## src/rtl/register_chain_pkg.sv

```systemverilog
// register_chain_pkg: mode encodings and the fill-count width helper shared by
// the register_chain top level and the bench.
`default_nettype none

package register_chain_pkg;

  typedef enum logic [1:0] {
    MODE_HOLD   = 2'b00,
    MODE_SHIFT  = 2'b01,
    MODE_ROTATE = 2'b10,
    MODE_CLEAR  = 2'b11
  } mode_e;

  localparam int c_MIN_DEPTH = 2;
  localparam int c_MAX_DEPTH = 16;

  // Width needed to hold a fill count of 0..depth inclusive.
  function automatic int cnt_width(input int depth);
    return $clog2(depth + 1);
  endfunction

endpackage

`default_nettype wire

```

## src/rtl/register_chain_stage.sv

```systemverilog
// chain_stage: one N-bit register of the chain, with a synchronous
// active-low reset to INI, a load enable and a data input.
`default_nettype none

module chain_stage #(
  parameter int             N   = 4,
  parameter logic [N-1:0]   INI = '0
) (
  input  logic         clk,
  input  logic         rst,
  input  logic         i_load,
  input  logic [N-1:0] i_d,
  output logic [N-1:0] o_q
);

  logic [N-1:0] r_q;

  always_ff @(posedge clk) begin
    if (!rst) begin
      r_q <= INI;
    end else if (i_load) begin
      r_q <= i_d;
    end
  end

  assign o_q = r_q;

endmodule

`default_nettype wire

```

## src/rtl/register_chain.sv

```systemverilog
// register_chain: DEPTH-stage N-bit shift/rotate register with a saturating
// fill counter. Define REGISTER_CHAIN_TAPS_EN to expose every stage on taps.
`default_nettype none

module register_chain
  import register_chain_pkg::*;
#(
  parameter int           N     = 4,
  parameter int           DEPTH = 4,
  parameter logic [N-1:0] INI   = '0
) (
  input  logic                        clk,
  input  logic                        rst,
  input  logic                        en,
  input  logic [1:0]                  mode,
  input  logic [N-1:0]                din,
  output logic [N-1:0]                dout,
  output logic                        full,
  output logic [cnt_width(DEPTH)-1:0] count
`ifdef REGISTER_CHAIN_TAPS_EN
  ,
  output logic [N*DEPTH-1:0]          taps
`endif
);

  localparam int            c_CW    = cnt_width(DEPTH);
  localparam logic [c_CW-1:0] c_DEPTH = c_CW'(DEPTH);

  logic             w_load;
  logic             w_shift;
  logic             w_rotate;
  logic             w_clear;
  logic [N-1:0]     w_d [DEPTH];
  logic [N-1:0]     w_q [DEPTH];
  logic [c_CW-1:0]  r_count;

  always_comb begin
    w_shift  = 1'b0;
    w_rotate = 1'b0;
    w_clear  = 1'b0;
    if (en) begin
      case (mode)
        MODE_SHIFT:  w_shift  = 1'b1;
        MODE_ROTATE: w_rotate = 1'b1;
        MODE_CLEAR:  w_clear  = 1'b1;
        default:     ;
      endcase
    end
  end

  assign w_load = w_shift | w_rotate | w_clear;

  // Stage 0 is fed from din on a shift and from the last stage on a rotate.
  generate
    for (genvar k = 0; k < DEPTH; k++) begin : g_stage
      if (k == 0) begin : g_head
        assign w_d[k] = w_clear  ? INI :
                        w_rotate ? w_q[DEPTH-1] : din;
      end else begin : g_body
        assign w_d[k] = w_clear ? INI : w_q[k-1];
      end

      chain_stage #(
        .N   (N),
        .INI (INI)
      ) u_stage (
        .clk    (clk),
        .rst    (rst),
        .i_load (w_load),
        .i_d    (w_d[k]),
        .o_q    (w_q[k])
      );
    end
  endgenerate

  always_ff @(posedge clk) begin
    if (!rst) begin
      r_count <= '0;
    end else if (w_clear) begin
      r_count <= '0;
    end else if (w_shift && (r_count != c_DEPTH)) begin
      r_count <= r_count + 1'b1;
    end
  end

  assign dout  = w_q[DEPTH-1];
  assign count = r_count;
  assign full  = (r_count == c_DEPTH);

`ifdef REGISTER_CHAIN_TAPS_EN
  generate
    for (genvar k = 0; k < DEPTH; k++) begin : g_taps
      assign taps[N*k +: N] = w_q[k];
    end
  endgenerate
`endif

endmodule

`default_nettype wire

```

## config.mk

```make
export PLATFORM = sky130hd
export DESIGN_NAME = register_chain
export DESIGN_NICKNAME = d
export VERILOG_FILES = /design/src/rtl/register_chain_pkg.sv /design/src/rtl/register_chain_stage.sv /design/src/rtl/register_chain.sv
export SDC_FILE = /design/constraint.sdc
export NUM_CORES = 1
export LEC_CHECK = 0
export CORE_MARGIN = 4
export CORE_UTILIZATION = 25
export CTS_CLUSTER_SIZE = 12
export DETAILED_ROUTE_END_ITERATION = 8
export DONT_BUFFER_PORTS = 1
export GPL_TIMING_DRIVEN = 0
export PLACE_DENSITY_LB_ADDON = 0.08
export SLEW_MARGIN = 0
export SYNTH_ARGS = -nofsm -noshare
export SYNTH_HDL_FRONTEND = slang
export SYNTH_SLANG_ARGS = --single-unit
```

## constraint.sdc

```tcl
create_clock -name clk -period 3.1 [get_ports clk]
set_input_delay 0.93 -clock clk [delete_from_list [all_inputs] [get_ports clk]]
set_output_delay 0.93 -clock clk [all_outputs]
set_load 0.02 [all_outputs]
```

==> run summary, run 1 <==
Design Power -> 0.409 mW
RSZ-0062 raised after global routing -> false
Placer Congestion -> 0.712
Worst Path Class, Setup -> reg -> out
R2R Setup Slk -> 1.44 ns
Cell Chain, Critical Path -> inv_1, ha_1, and2_1
CP peak stage delay -> 0.52 ns
Slowest stage cell, crit path -> dfxtp_1
Root buf cell -> clkbuf_4
Initial Utilization -> 0.261
Synth Instances -> 83
Commonest non-fill, non-tap cell in the layout -> dfxtp_1
Period utilization -> 0.742
Pre-antenna DRT Iters -> 2
DP Area -> 860 sq um
Initial DRC count -> 20
H-tree Lvls -> 1
Setup Skew -> 0.00185 ns
Leakage -> 0.273 nW
Largest net degree at the start of global routing -> 11
Gr ovfl total -> 0
Max Cap Viol -> 0
FP Rows -> 20
Die Span X -> 64.7 um
Filler cell count -> 337
Synth Warn # -> 0
Vias -> 623
Final setup fails -> 0
Worst-Margin Slew -> 0.373 ns
Clk Latency, worst-skew pair -> 0.29 ns
Nets@finish -> 99
Ant diodes -> 0
Status -> finished, final reports clean
Normalized max-slew margin -> 0.751
CP max FO -> 5
Final HPWL DP -> 1380 um
Sequential area share after synthesis -> 0.473
Total CTS buffers -> 3
Synthesized area -> 805 sq um
WL/cell -> 14.7 um
TritonCTS clock tree -> yes
Layout area overhead -> 10.1%
Final core occ -> 0.288
Share of cells above drive strength 1 -> 0.0920
Tot GR Track Use -> 0.103
Cts hold-fix bufs -> 0
Chip height -> 64.7 um
Clock sink count -> 19
Vias in the first global route -> 648
Netlist cell types -> 21
DIE AREA -> 4190 sq um
Worst hold path type -> reg -> reg
Clock-pin slew on the worst setup and hold paths -> 0.11 ns
DRC -> 0
Fin. Hold Viols -> 0
Crit end category -> output port
CP bufs+invs -> 1
Fmax -> 435 MHz
Commonest cells after routing, fill and taps aside -> dfxtp_1, nor2b_1, a32oi_1
Post-Route WL -> 1930 um
TNS Setup -> 0 ns
Synthesized area per cell -> 9.69 sq um
Max clock buf depth -> 2
Crit start category -> flop
CP Data Arrival Time -> 1.37 ns
Min Tclk post-route -> 2.30 ns
Antenna-violating nets left -> 0
Final Cell Area -> 886 sq um
Avg Vias per Cell -> 4.76
FF+latch count, synth -> 19
Worst vdd ir -> 0.000180 V
Worst EP required -> 2.17 ns
Max-slew violation count -> 0
Power Density -> 461 nW/um^2
Core ar. -> 3080 sq um
Port bufs -> 0
Number of gates resized after cts -> 0
Syn nets -> 94
Boundary Pins -> 17
Global-route wire length before repair -> 3290 um
Initial antenna violation count -> 0
Setup Fix Bufs, Post-CTS -> 0
CP top delay family -> flip-flops
[state kept, by name, indices dropped and copies added, names as in the netlist]
register / flops
count: 3
g_stage.u_stage.o_q: 16
[cells in the mapped netlist]
| cell type | n | area (sq um) |
|---|---|---|
| nand3_1 | 5 | 25.0 |
| o31ai_1 | 1 | 7.51 |
| clkbuf_1 | 1 | 3.75 |
| a32oi_1 | 12 | 105 |
| ha_1 | 2 | 25.0 |
| a22oi_1 | 4 | 30.0 |
| buf_4 | 1 | 7.51 |
| xor2_1 | 1 | 8.76 |
| and2_1 | 1 | 6.26 |
| and2b_1 | 1 | 7.51 |
| buf_2 | 3 | 15.0 |
| nand3b_1 | 1 | 7.51 |
| nor2b_1 | 13 | 81.3 |
| or3_1 | 2 | 12.5 |
| or3b_1 | 1 | 8.76 |
| dfxtp_1 | 19 | 380 |
| a21oi_1 | 3 | 15.0 |
| inv_1 | 3 | 11.3 |
| o21ai_2 | 1 | 8.76 |
| o21ai_0 | 6 | 30.0 |
| nand2_1 | 2 | 7.51 |
[layout make-up]
cell class,count,area (sq um),share of cell area
multi-input cells,56,387,0.436
flip-flops and latches,19,380,0.429
well taps,44,55.1,0.0621
clock buffers,4,26.3,0.0297
plain buffers,5,26.3,0.0297
inverters,3,11.3,0.0127
[worst min-delay path, stage by stage, from the launching register on]
cell	delay [ns]
dfxtp_1	0.33
nand3_1	0.05
o21ai_0	0.06
[per-stage QoR]
stage | hold WS [ns] | std cells | setup WS (ns)
after floorplan | 0.444 | 83 | 1.20
after CTS | 0.488 | 131 | 0.773
after detailed placement | 0.469 | 127 | 1.12
after global placement | 0.465 | 127 | 1.12
final | 0.485 | 131 | 0.799
after global routing | 0.507 | 131 | 0.696
[final timing paths]
check	from	endpoint	depth (start not counted)
worst min register to register	g_stage[0].u_stage.o_q[3]	g_stage[0].u_stage.o_q[3]	2
worst min-delay path	g_stage[0].u_stage.o_q[3]	g_stage[0].u_stage.o_q[3]	2
worst max-delay path	count[0]	full	3
worst max register to register	count[0]	count[1]	5
[metal layers]
layer  routed length (um)  GRT usage  part of all wire  up-vias
met3                   69     0.0329             0.036        2
met4                   18     0.0396            0.0093        0
met2                  906      0.152              0.47        8
met5                    0          0                 0        -
met1                  937      0.139              0.49      296
li1                     -          -                 -      317
[report_power, final]
part,internal [mW],switching [mW],leakage [nW]
combinational,0.0119,0.0215,0.105
clock,0.0500,0.0758,0.0150
sequential,0.247,0.00284,0.153
[logic make-up (layout without fill, tap and decap cells)]
kind of cell | Yosys count | after routing | share of synthesized area
compound gates | 27 | 27 | 0.244
xor+xnor | 1 | 1 | 0.0109
fa+ha+maj | 2 | 2 | 0.0311
buf+inv | 8 | 12 | 0.0466
flops | 19 | 19 | 0.473
simple gates | 26 | 26 | 0.194
Power figures use the tool's default switching activity.
==> run 2, diff against run 1 <==
==> constraint.sdc (replaced) <==
create_clock -name clk -period 1.85 [get_ports clk]
set_input_delay 0.555 -clock clk [delete_from_list [all_inputs] [get_ports clk]]
set_output_delay 0.555 -clock clk [all_outputs]
set_load 0.02 [all_outputs]
==> run summary, run 2 (synthesis results as in run 1) <==
Slowest stage cell, crit path -> dfxtp_4
CP Data Arrival Time -> 1.16 ns (-0.21 ns)
Crit end category -> output port
Boundary Pins -> 17 (unchanged)
Die Span X -> 64.7 um (unchanged)
Commonest cells after routing, fill and taps aside -> dfxtp_1, nor2b_1, a32oi_1
Final setup fails -> 0 (unchanged)
Clock sink count -> 19 (unchanged)
Worst EP required -> 1.29 ns (-0.88 ns)
Flop pwr share -> 0.611 (about the same)
GR Layer Usage met3 -> 0.0329 (unchanged)
Port bufs -> 0 (unchanged)
DIE AREA -> 4190 sq um (unchanged)
Largest register FFs -> 16 (unchanged)
Worst Path Class, Setup -> reg -> out
Commonest non-fill, non-tap cell in the layout -> dfxtp_1
Internal power -> 0.515 mW (+67%)
DRC -> 0 (unchanged)
Vias -> 626 (+0.48%)
Crit start category -> flop
Power share of the combinational group -> 0.082 (about the same)
Final Cell Area -> 896 sq um (+1.1%)
Worst vdd ir -> 0.000302 V (+68%)
Core ar. -> 3080 sq um (unchanged)
Tot GR Track Use -> 0.103 (unchanged)
Top Usage Layer GRT -> met2
FP Rows -> 20 (unchanged)
Met1 usage -> 0.139 (unchanged)
Net Sw Frac -> 0.244 (-0.000763)
Total CTS buffers -> 3 (unchanged)
Fin. Hold Viols -> 0 (unchanged)
Global-route wire length before repair -> 3290 um (unchanged)
Period utilization -> 0.925
Largest net degree at the start of global routing -> 11 (unchanged)
Max clock buf depth -> 2 (unchanged)
Chip height -> 64.7 um (unchanged)
Worst hold path type -> in -> reg
NetSw -> 0.166 mW (+66%)
Cell Chain, Critical Path -> inv_1, ha_1, and2_4
Clock-pin slew on the worst setup and hold paths -> 0.11 ns (about the same)
Root buf cell -> clkbuf_4
Antenna-violating nets left -> 0 (unchanged)
Clock power frac -> 0.307 (about the same)
Final HPWL DP -> 1380 um (unchanged)
Initial DRC count -> 21 (+5.0%)
Placer Congestion -> 0.712 (unchanged)
Layout area overhead -> 11.4%
Leakage -> 0.276 nW (+1.1%)
Power Density -> 761 nW/um^2 (+65%)
Initial antenna violation count -> 0 (unchanged)
Max-slew violation count -> 0 (unchanged)
Worst-Margin Slew -> 0.374 ns (+0.000152 ns)
Status -> finished, final reports clean
GR Util met2 -> 0.152 (unchanged)
Avg Vias per Cell -> 4.78 (+0.48%)
Post-Route WL -> 1940 um (+0.67%)
RSZ-0062 raised after global routing -> false
Post-route setup slack -> 0.139 ns (-0.660 ns)
Initial Utilization -> 0.261 (unchanged)
DP Area -> 860 sq um (unchanged)
TritonCTS clock tree -> yes
CP peak stage delay -> 0.41 ns (-0.11 ns)
Normalized max-slew margin -> 0.751 (about the same)
H-tree Lvls -> 1 (unchanged)
TNS Setup -> 0 ns (unchanged)
Max Cap Viol -> 0 (unchanged)
Setup Skew -> 0.00108 ns (-0.000763 ns)
Fmax -> 584 MHz
Gr ovfl total -> 0 (unchanged)
Ant diodes -> 0 (unchanged)
DP Worst Slack -> 0.200 ns (-0.918 ns)
Share of cells above drive strength 1 -> 0.126 (+0.0345)
Pre-antenna DRT Iters -> 2 (unchanged)
WL/cell -> 14.8 um (+0.67%)
Min Tclk post-route -> 1.71 ns
Vias in the first global route -> 648 (unchanged)
CP max FO -> 5 (unchanged)
Clk Latency, worst-skew pair -> 0.29 ns (about the same)
Nets@finish -> 99 (unchanged)
-- run 2: critical path: cells and delay by family, from the launching register on --
kind | cells | cell delay, ns
AND/OR/NAND/NOR | 1 | 0.20
buffers and inverters | 1 | 0.05
flip-flops | 1 | 0.41
adder cells (fa/ha/maj) | 1 | 0.20
-- run 2: power groups by stage --
stage	clock (mW)	sequential (mW)	combinational, mW
2_1_floorplan	0	0.427	0.0420
3_3_place_gp	0	0.428	0.0563
3_5_place_dp	0	0.428	0.0565
4_1_cts	0.222	0.419	0.0567
5_1_grt	0.260	0.417	0.0614
6_report	0.209	0.416	0.0561
-- run 2: timing repair --
item                                    in CTS  in global routing
hold buffers                                 0                  0
resized for setup                            2                  4
endpoints found under the setup margin       1                  1
buffers inserted                             0                  0
pin swaps                                    0                  0
-- run 2: routing by layer --
metal | wire, um | vias to the layer above | share of wire
met2 | 917 | 8 | 0.47
li1 | - | 318 | -
met5 | 0 | - | 0
met1 | 939 | 298 | 0.48
met3 | 69 | 2 | 0.035
met4 | 18 | 0 | 0.0093
-- run 2: stage by stage --
stage | hold slack (ns) | power [mW] | instances | utilization
detailed placement | 0.469 | 0.484 | 127 | 0.279
floorplan | 0.444 | 0.469 | 83 | -
CTS | 0.374 | 0.697 | 131 | 0.289
finish | 0.386 | 0.681 | 131 | 0.291
global route | 0.351 | 0.739 | 131 | 0.291
global placement | 0.465 | 0.484 | 127 | 0.279
-- run 2: worst paths after layout --
path / startpoint / to / slack, ns / depth (start not counted)
worst max-delay path: count[0] / full / 0.14 / 3
worst min-delay path: rst / g_stage[3].u_stage.o_q[2] / 0.39 / 1
worst min register to register: g_stage[0].u_stage.o_q[0] / g_stage[0].u_stage.o_q[0] / 0.49 / 2
worst max register to register: count[0] / count[0] / 0.42 / 5
-- run 2: final cells by class --
class	instances	area, sq um
Clock buffer	4	26.3
Inverter	3	11.3
Buffer	5	26.3
Fill cell	337	2180
Sequential cell	19	388
Multi-Input combinational cell	56	389
Tap cell	44	55.1
==> run 3, diff against run 2 <==
--- a/config.mk
+++ b/config.mk
@@ -10,7 +10,6 @@
 export CTS_CLUSTER_SIZE = 12
 export DETAILED_ROUTE_END_ITERATION = 8
 export DONT_BUFFER_PORTS = 1
-export GPL_TIMING_DRIVEN = 0
 export PLACE_DENSITY_LB_ADDON = 0.08
 export SLEW_MARGIN = 0
 export SYNTH_ARGS = -nofsm -noshare
==> run summary, run 3 (synthesis results as in run 1) <==
Status -> finished, final reports clean
Pre-antenna DRT Iters -> 2 (unchanged)
Cell Chain, Critical Path -> and2_1
Setup Skew -> 0.00796 ns (+0.00688 ns)
Chip height -> 64.7 um (unchanged)
Largest net degree at the start of global routing -> 19 (+8)
Cts hold-fix bufs -> 0 (unchanged)
Number of gates resized after cts -> 0 (-2)
Vias in the first global route -> 641 (-1.1%)
Setup Fix Bufs, Post-CTS -> 0 (unchanged)
Worst-Margin Slew -> 0.870 ns (+0.497 ns)
Final setup fails -> 0 (unchanged)
Max clock buf depth -> 2 (unchanged)
Tot GR Track Use -> 0.0978 (-0.00554)
Worst vdd ir -> 0.000365 V (+21%)
Initial DRC count -> 19 (-9.5%)
Worst EP required -> 1.29 ns (about the same)
Initial antenna violation count -> 0 (unchanged)
DIE AREA -> 4190 sq um (unchanged)
Max-slew violation count -> 0 (unchanged)
Filler cell count -> 338 (+0.30%)
H-tree Lvls -> 1 (unchanged)
WP depth -> 1 (-2)
CP peak stage delay -> 0.50 ns (+0.09 ns)
Slowest stage cell, crit path -> dfxtp_1
Period utilization -> 0.942 (+0.0173)
R2R Setup Slk -> 0.40 ns (-0.02 ns)
Fin. Hold Viols -> 0 (unchanged)
Avg Vias per Cell -> 4.83 (+1.1%)
Core ar. -> 3080 sq um (unchanged)
Internal power -> 0.514 mW (-0.31%)
Share of cells above drive strength 1 -> 0.0941 (-0.0323)
Die Span X -> 64.7 um (unchanged)
Clock-pin slew on the worst setup and hold paths -> 0.13 ns (+0.02 ns)
Boundary Pins -> 17 (unchanged)
Gr ovfl total -> 0 (unchanged)
Port bufs -> 0 (unchanged)
WL/cell -> 14.5 um (-2.5%)
Placer Congestion -> 0.688 (-3.4%)
Leakage -> 0.270 nW (-2.1%)
CP Launch Point -> count[2]
FP Rows -> 20 (unchanged)
RSZ-0062 raised after global routing -> false
Clk Latency, worst-skew pair -> 0.31 ns (+0.02 ns)
Flop pwr share -> 0.603 (-0.008)
Commonest cells after routing, fill and taps aside -> dfxtp_1, nor2b_1, a32oi_1
Global-route wire length before repair -> 3150 um (-4.2%)
R2R depth -> 5 (unchanged)
Normalized max-slew margin -> 0.418 (-0.333)
Fmax -> 574 MHz (-1.8%)
Initial Utilization -> 0.261 (unchanged)
CP top delay family -> flip-flops
Max Cap Viol -> 0 (unchanged)
TritonCTS clock tree -> yes
Worst hold path type -> in -> reg
Commonest non-fill, non-tap cell in the layout -> dfxtp_1
Root buf cell -> clkbuf_4
Clock power frac -> 0.329 (+0.022)
Setup crit end -> full
Final core occ -> 0.288 (-0.00325)
Vias -> 623 (-0.48%)
WHS Path Cells -> 1 (unchanged)
Crit start category -> flop
Antenna-violating nets left -> 0 (unchanged)
Power share of the combinational group -> 0.068 (-0.014)
Power Density -> 779 nW/um^2 (+2.4%)
Reg-to-Reg Start -> count[0]
Min Tclk post-route -> 1.74 ns (+0.0320 ns)
TNS Setup -> 0 ns (unchanged)
Layout area overhead -> 10.1%
CP Data Arrival Time -> 1.19 ns (+0.03 ns)
CP max FO -> 5 (unchanged)
NetSw -> 0.176 mW (+6.1%)
CP bufs+invs -> 0 (-1)
Nets@finish -> 97 (-2.0%)
Post-Route WL -> 1870 um (-4.0%)
Largest register FFs -> 16 (unchanged)
Worst Path Class, Setup -> reg -> out
Net Sw Frac -> 0.256 (+0.0116)
Clock sink count -> 19 (unchanged)
Crit end category -> output port
Final HPWL DP -> 1280 um (-7.3%)
Total CTS buffers -> 3 (unchanged)
DRC -> 0 (unchanged)
Ant diodes -> 0 (unchanged)
R2R Path End -> count[1]
==> run 3: cell count changes in the layout (fill, tap and decap cells not counted), sizes merged <==
cell	change
clkbuf	-2
buf	-1
clkinvlp	+1
==> run 3: area by class of cell <==
cell class	instances	area [sq um]	share of cell area
Clock buffer	3	22.5	0.0254
Clock inverter	1	7.51	0.00847
Inverter	3	11.3	0.0127
Multi-Input combinational cell	56	387	0.436
Sequential cell	19	380	0.429
Tap cell	44	55.1	0.0621
Timing Repair Buffer	3	22.5	0.0254
==> run 3: routing by layer <==
layer | up-vias | GRT usage | routed length (um)
met5 | - | 0 | 0
met4 | 0 | 0.0317 | 11
met3 | 2 | 0.0451 | 81
met2 | 10 | 0.153 | 887
met1 | 299 | 0.118 | 885
li1 | 312 | - | -
==> run 3: worst min-delay path by stage <==
stage	slack [ns]	endpoint	start
floorplan	0.44	g_stage[0].u_stage.o_q[0]	g_stage[0].u_stage.o_q[0]
global placement	0.47	g_stage[0].u_stage.o_q[0]	g_stage[0].u_stage.o_q[0]
detailed placement	0.47	g_stage[0].u_stage.o_q[2]	g_stage[0].u_stage.o_q[2]
CTS	0.36	g_stage[3].u_stage.o_q[0]	rst
global route	0.34	g_stage[1].u_stage.o_q[2]	rst
finish	0.37	g_stage[3].u_stage.o_q[0]	rst
==> run 3: power by group through the flow <==
stage / registers [mW] / clock network [mW] / logic, mW
after floorplan: 0.427 / 0 / 0.0420
after global placement: 0.425 / 0 / 0.0470
after detailed placement: 0.425 / 0 / 0.0472
after CTS: 0.416 / 0.241 / 0.0470
after global routing: 0.417 / 0.259 / 0.0516
final: 0.416 / 0.227 / 0.0470
==> run 3: per-stage QoR <==
| step | cell area [sq um] | power [mW] | worst slack (ns) | hold WS (ns) | cells |
|---|---|---|---|---|---|
| detailed placement | 856 | 0.472 | 0.169 | 0.468 | 125 |
| floorplan | 805 | 0.469 | 0.313 | 0.444 | 83 |
| CTS | 886 | 0.705 | 0.0955 | 0.356 | 129 |
| global route | 886 | 0.728 | 0.0602 | 0.344 | 129 |
| finish | 886 | 0.690 | 0.107 | 0.368 | 129 |
| global placement | 856 | 0.472 | 0.181 | 0.470 | 125 |
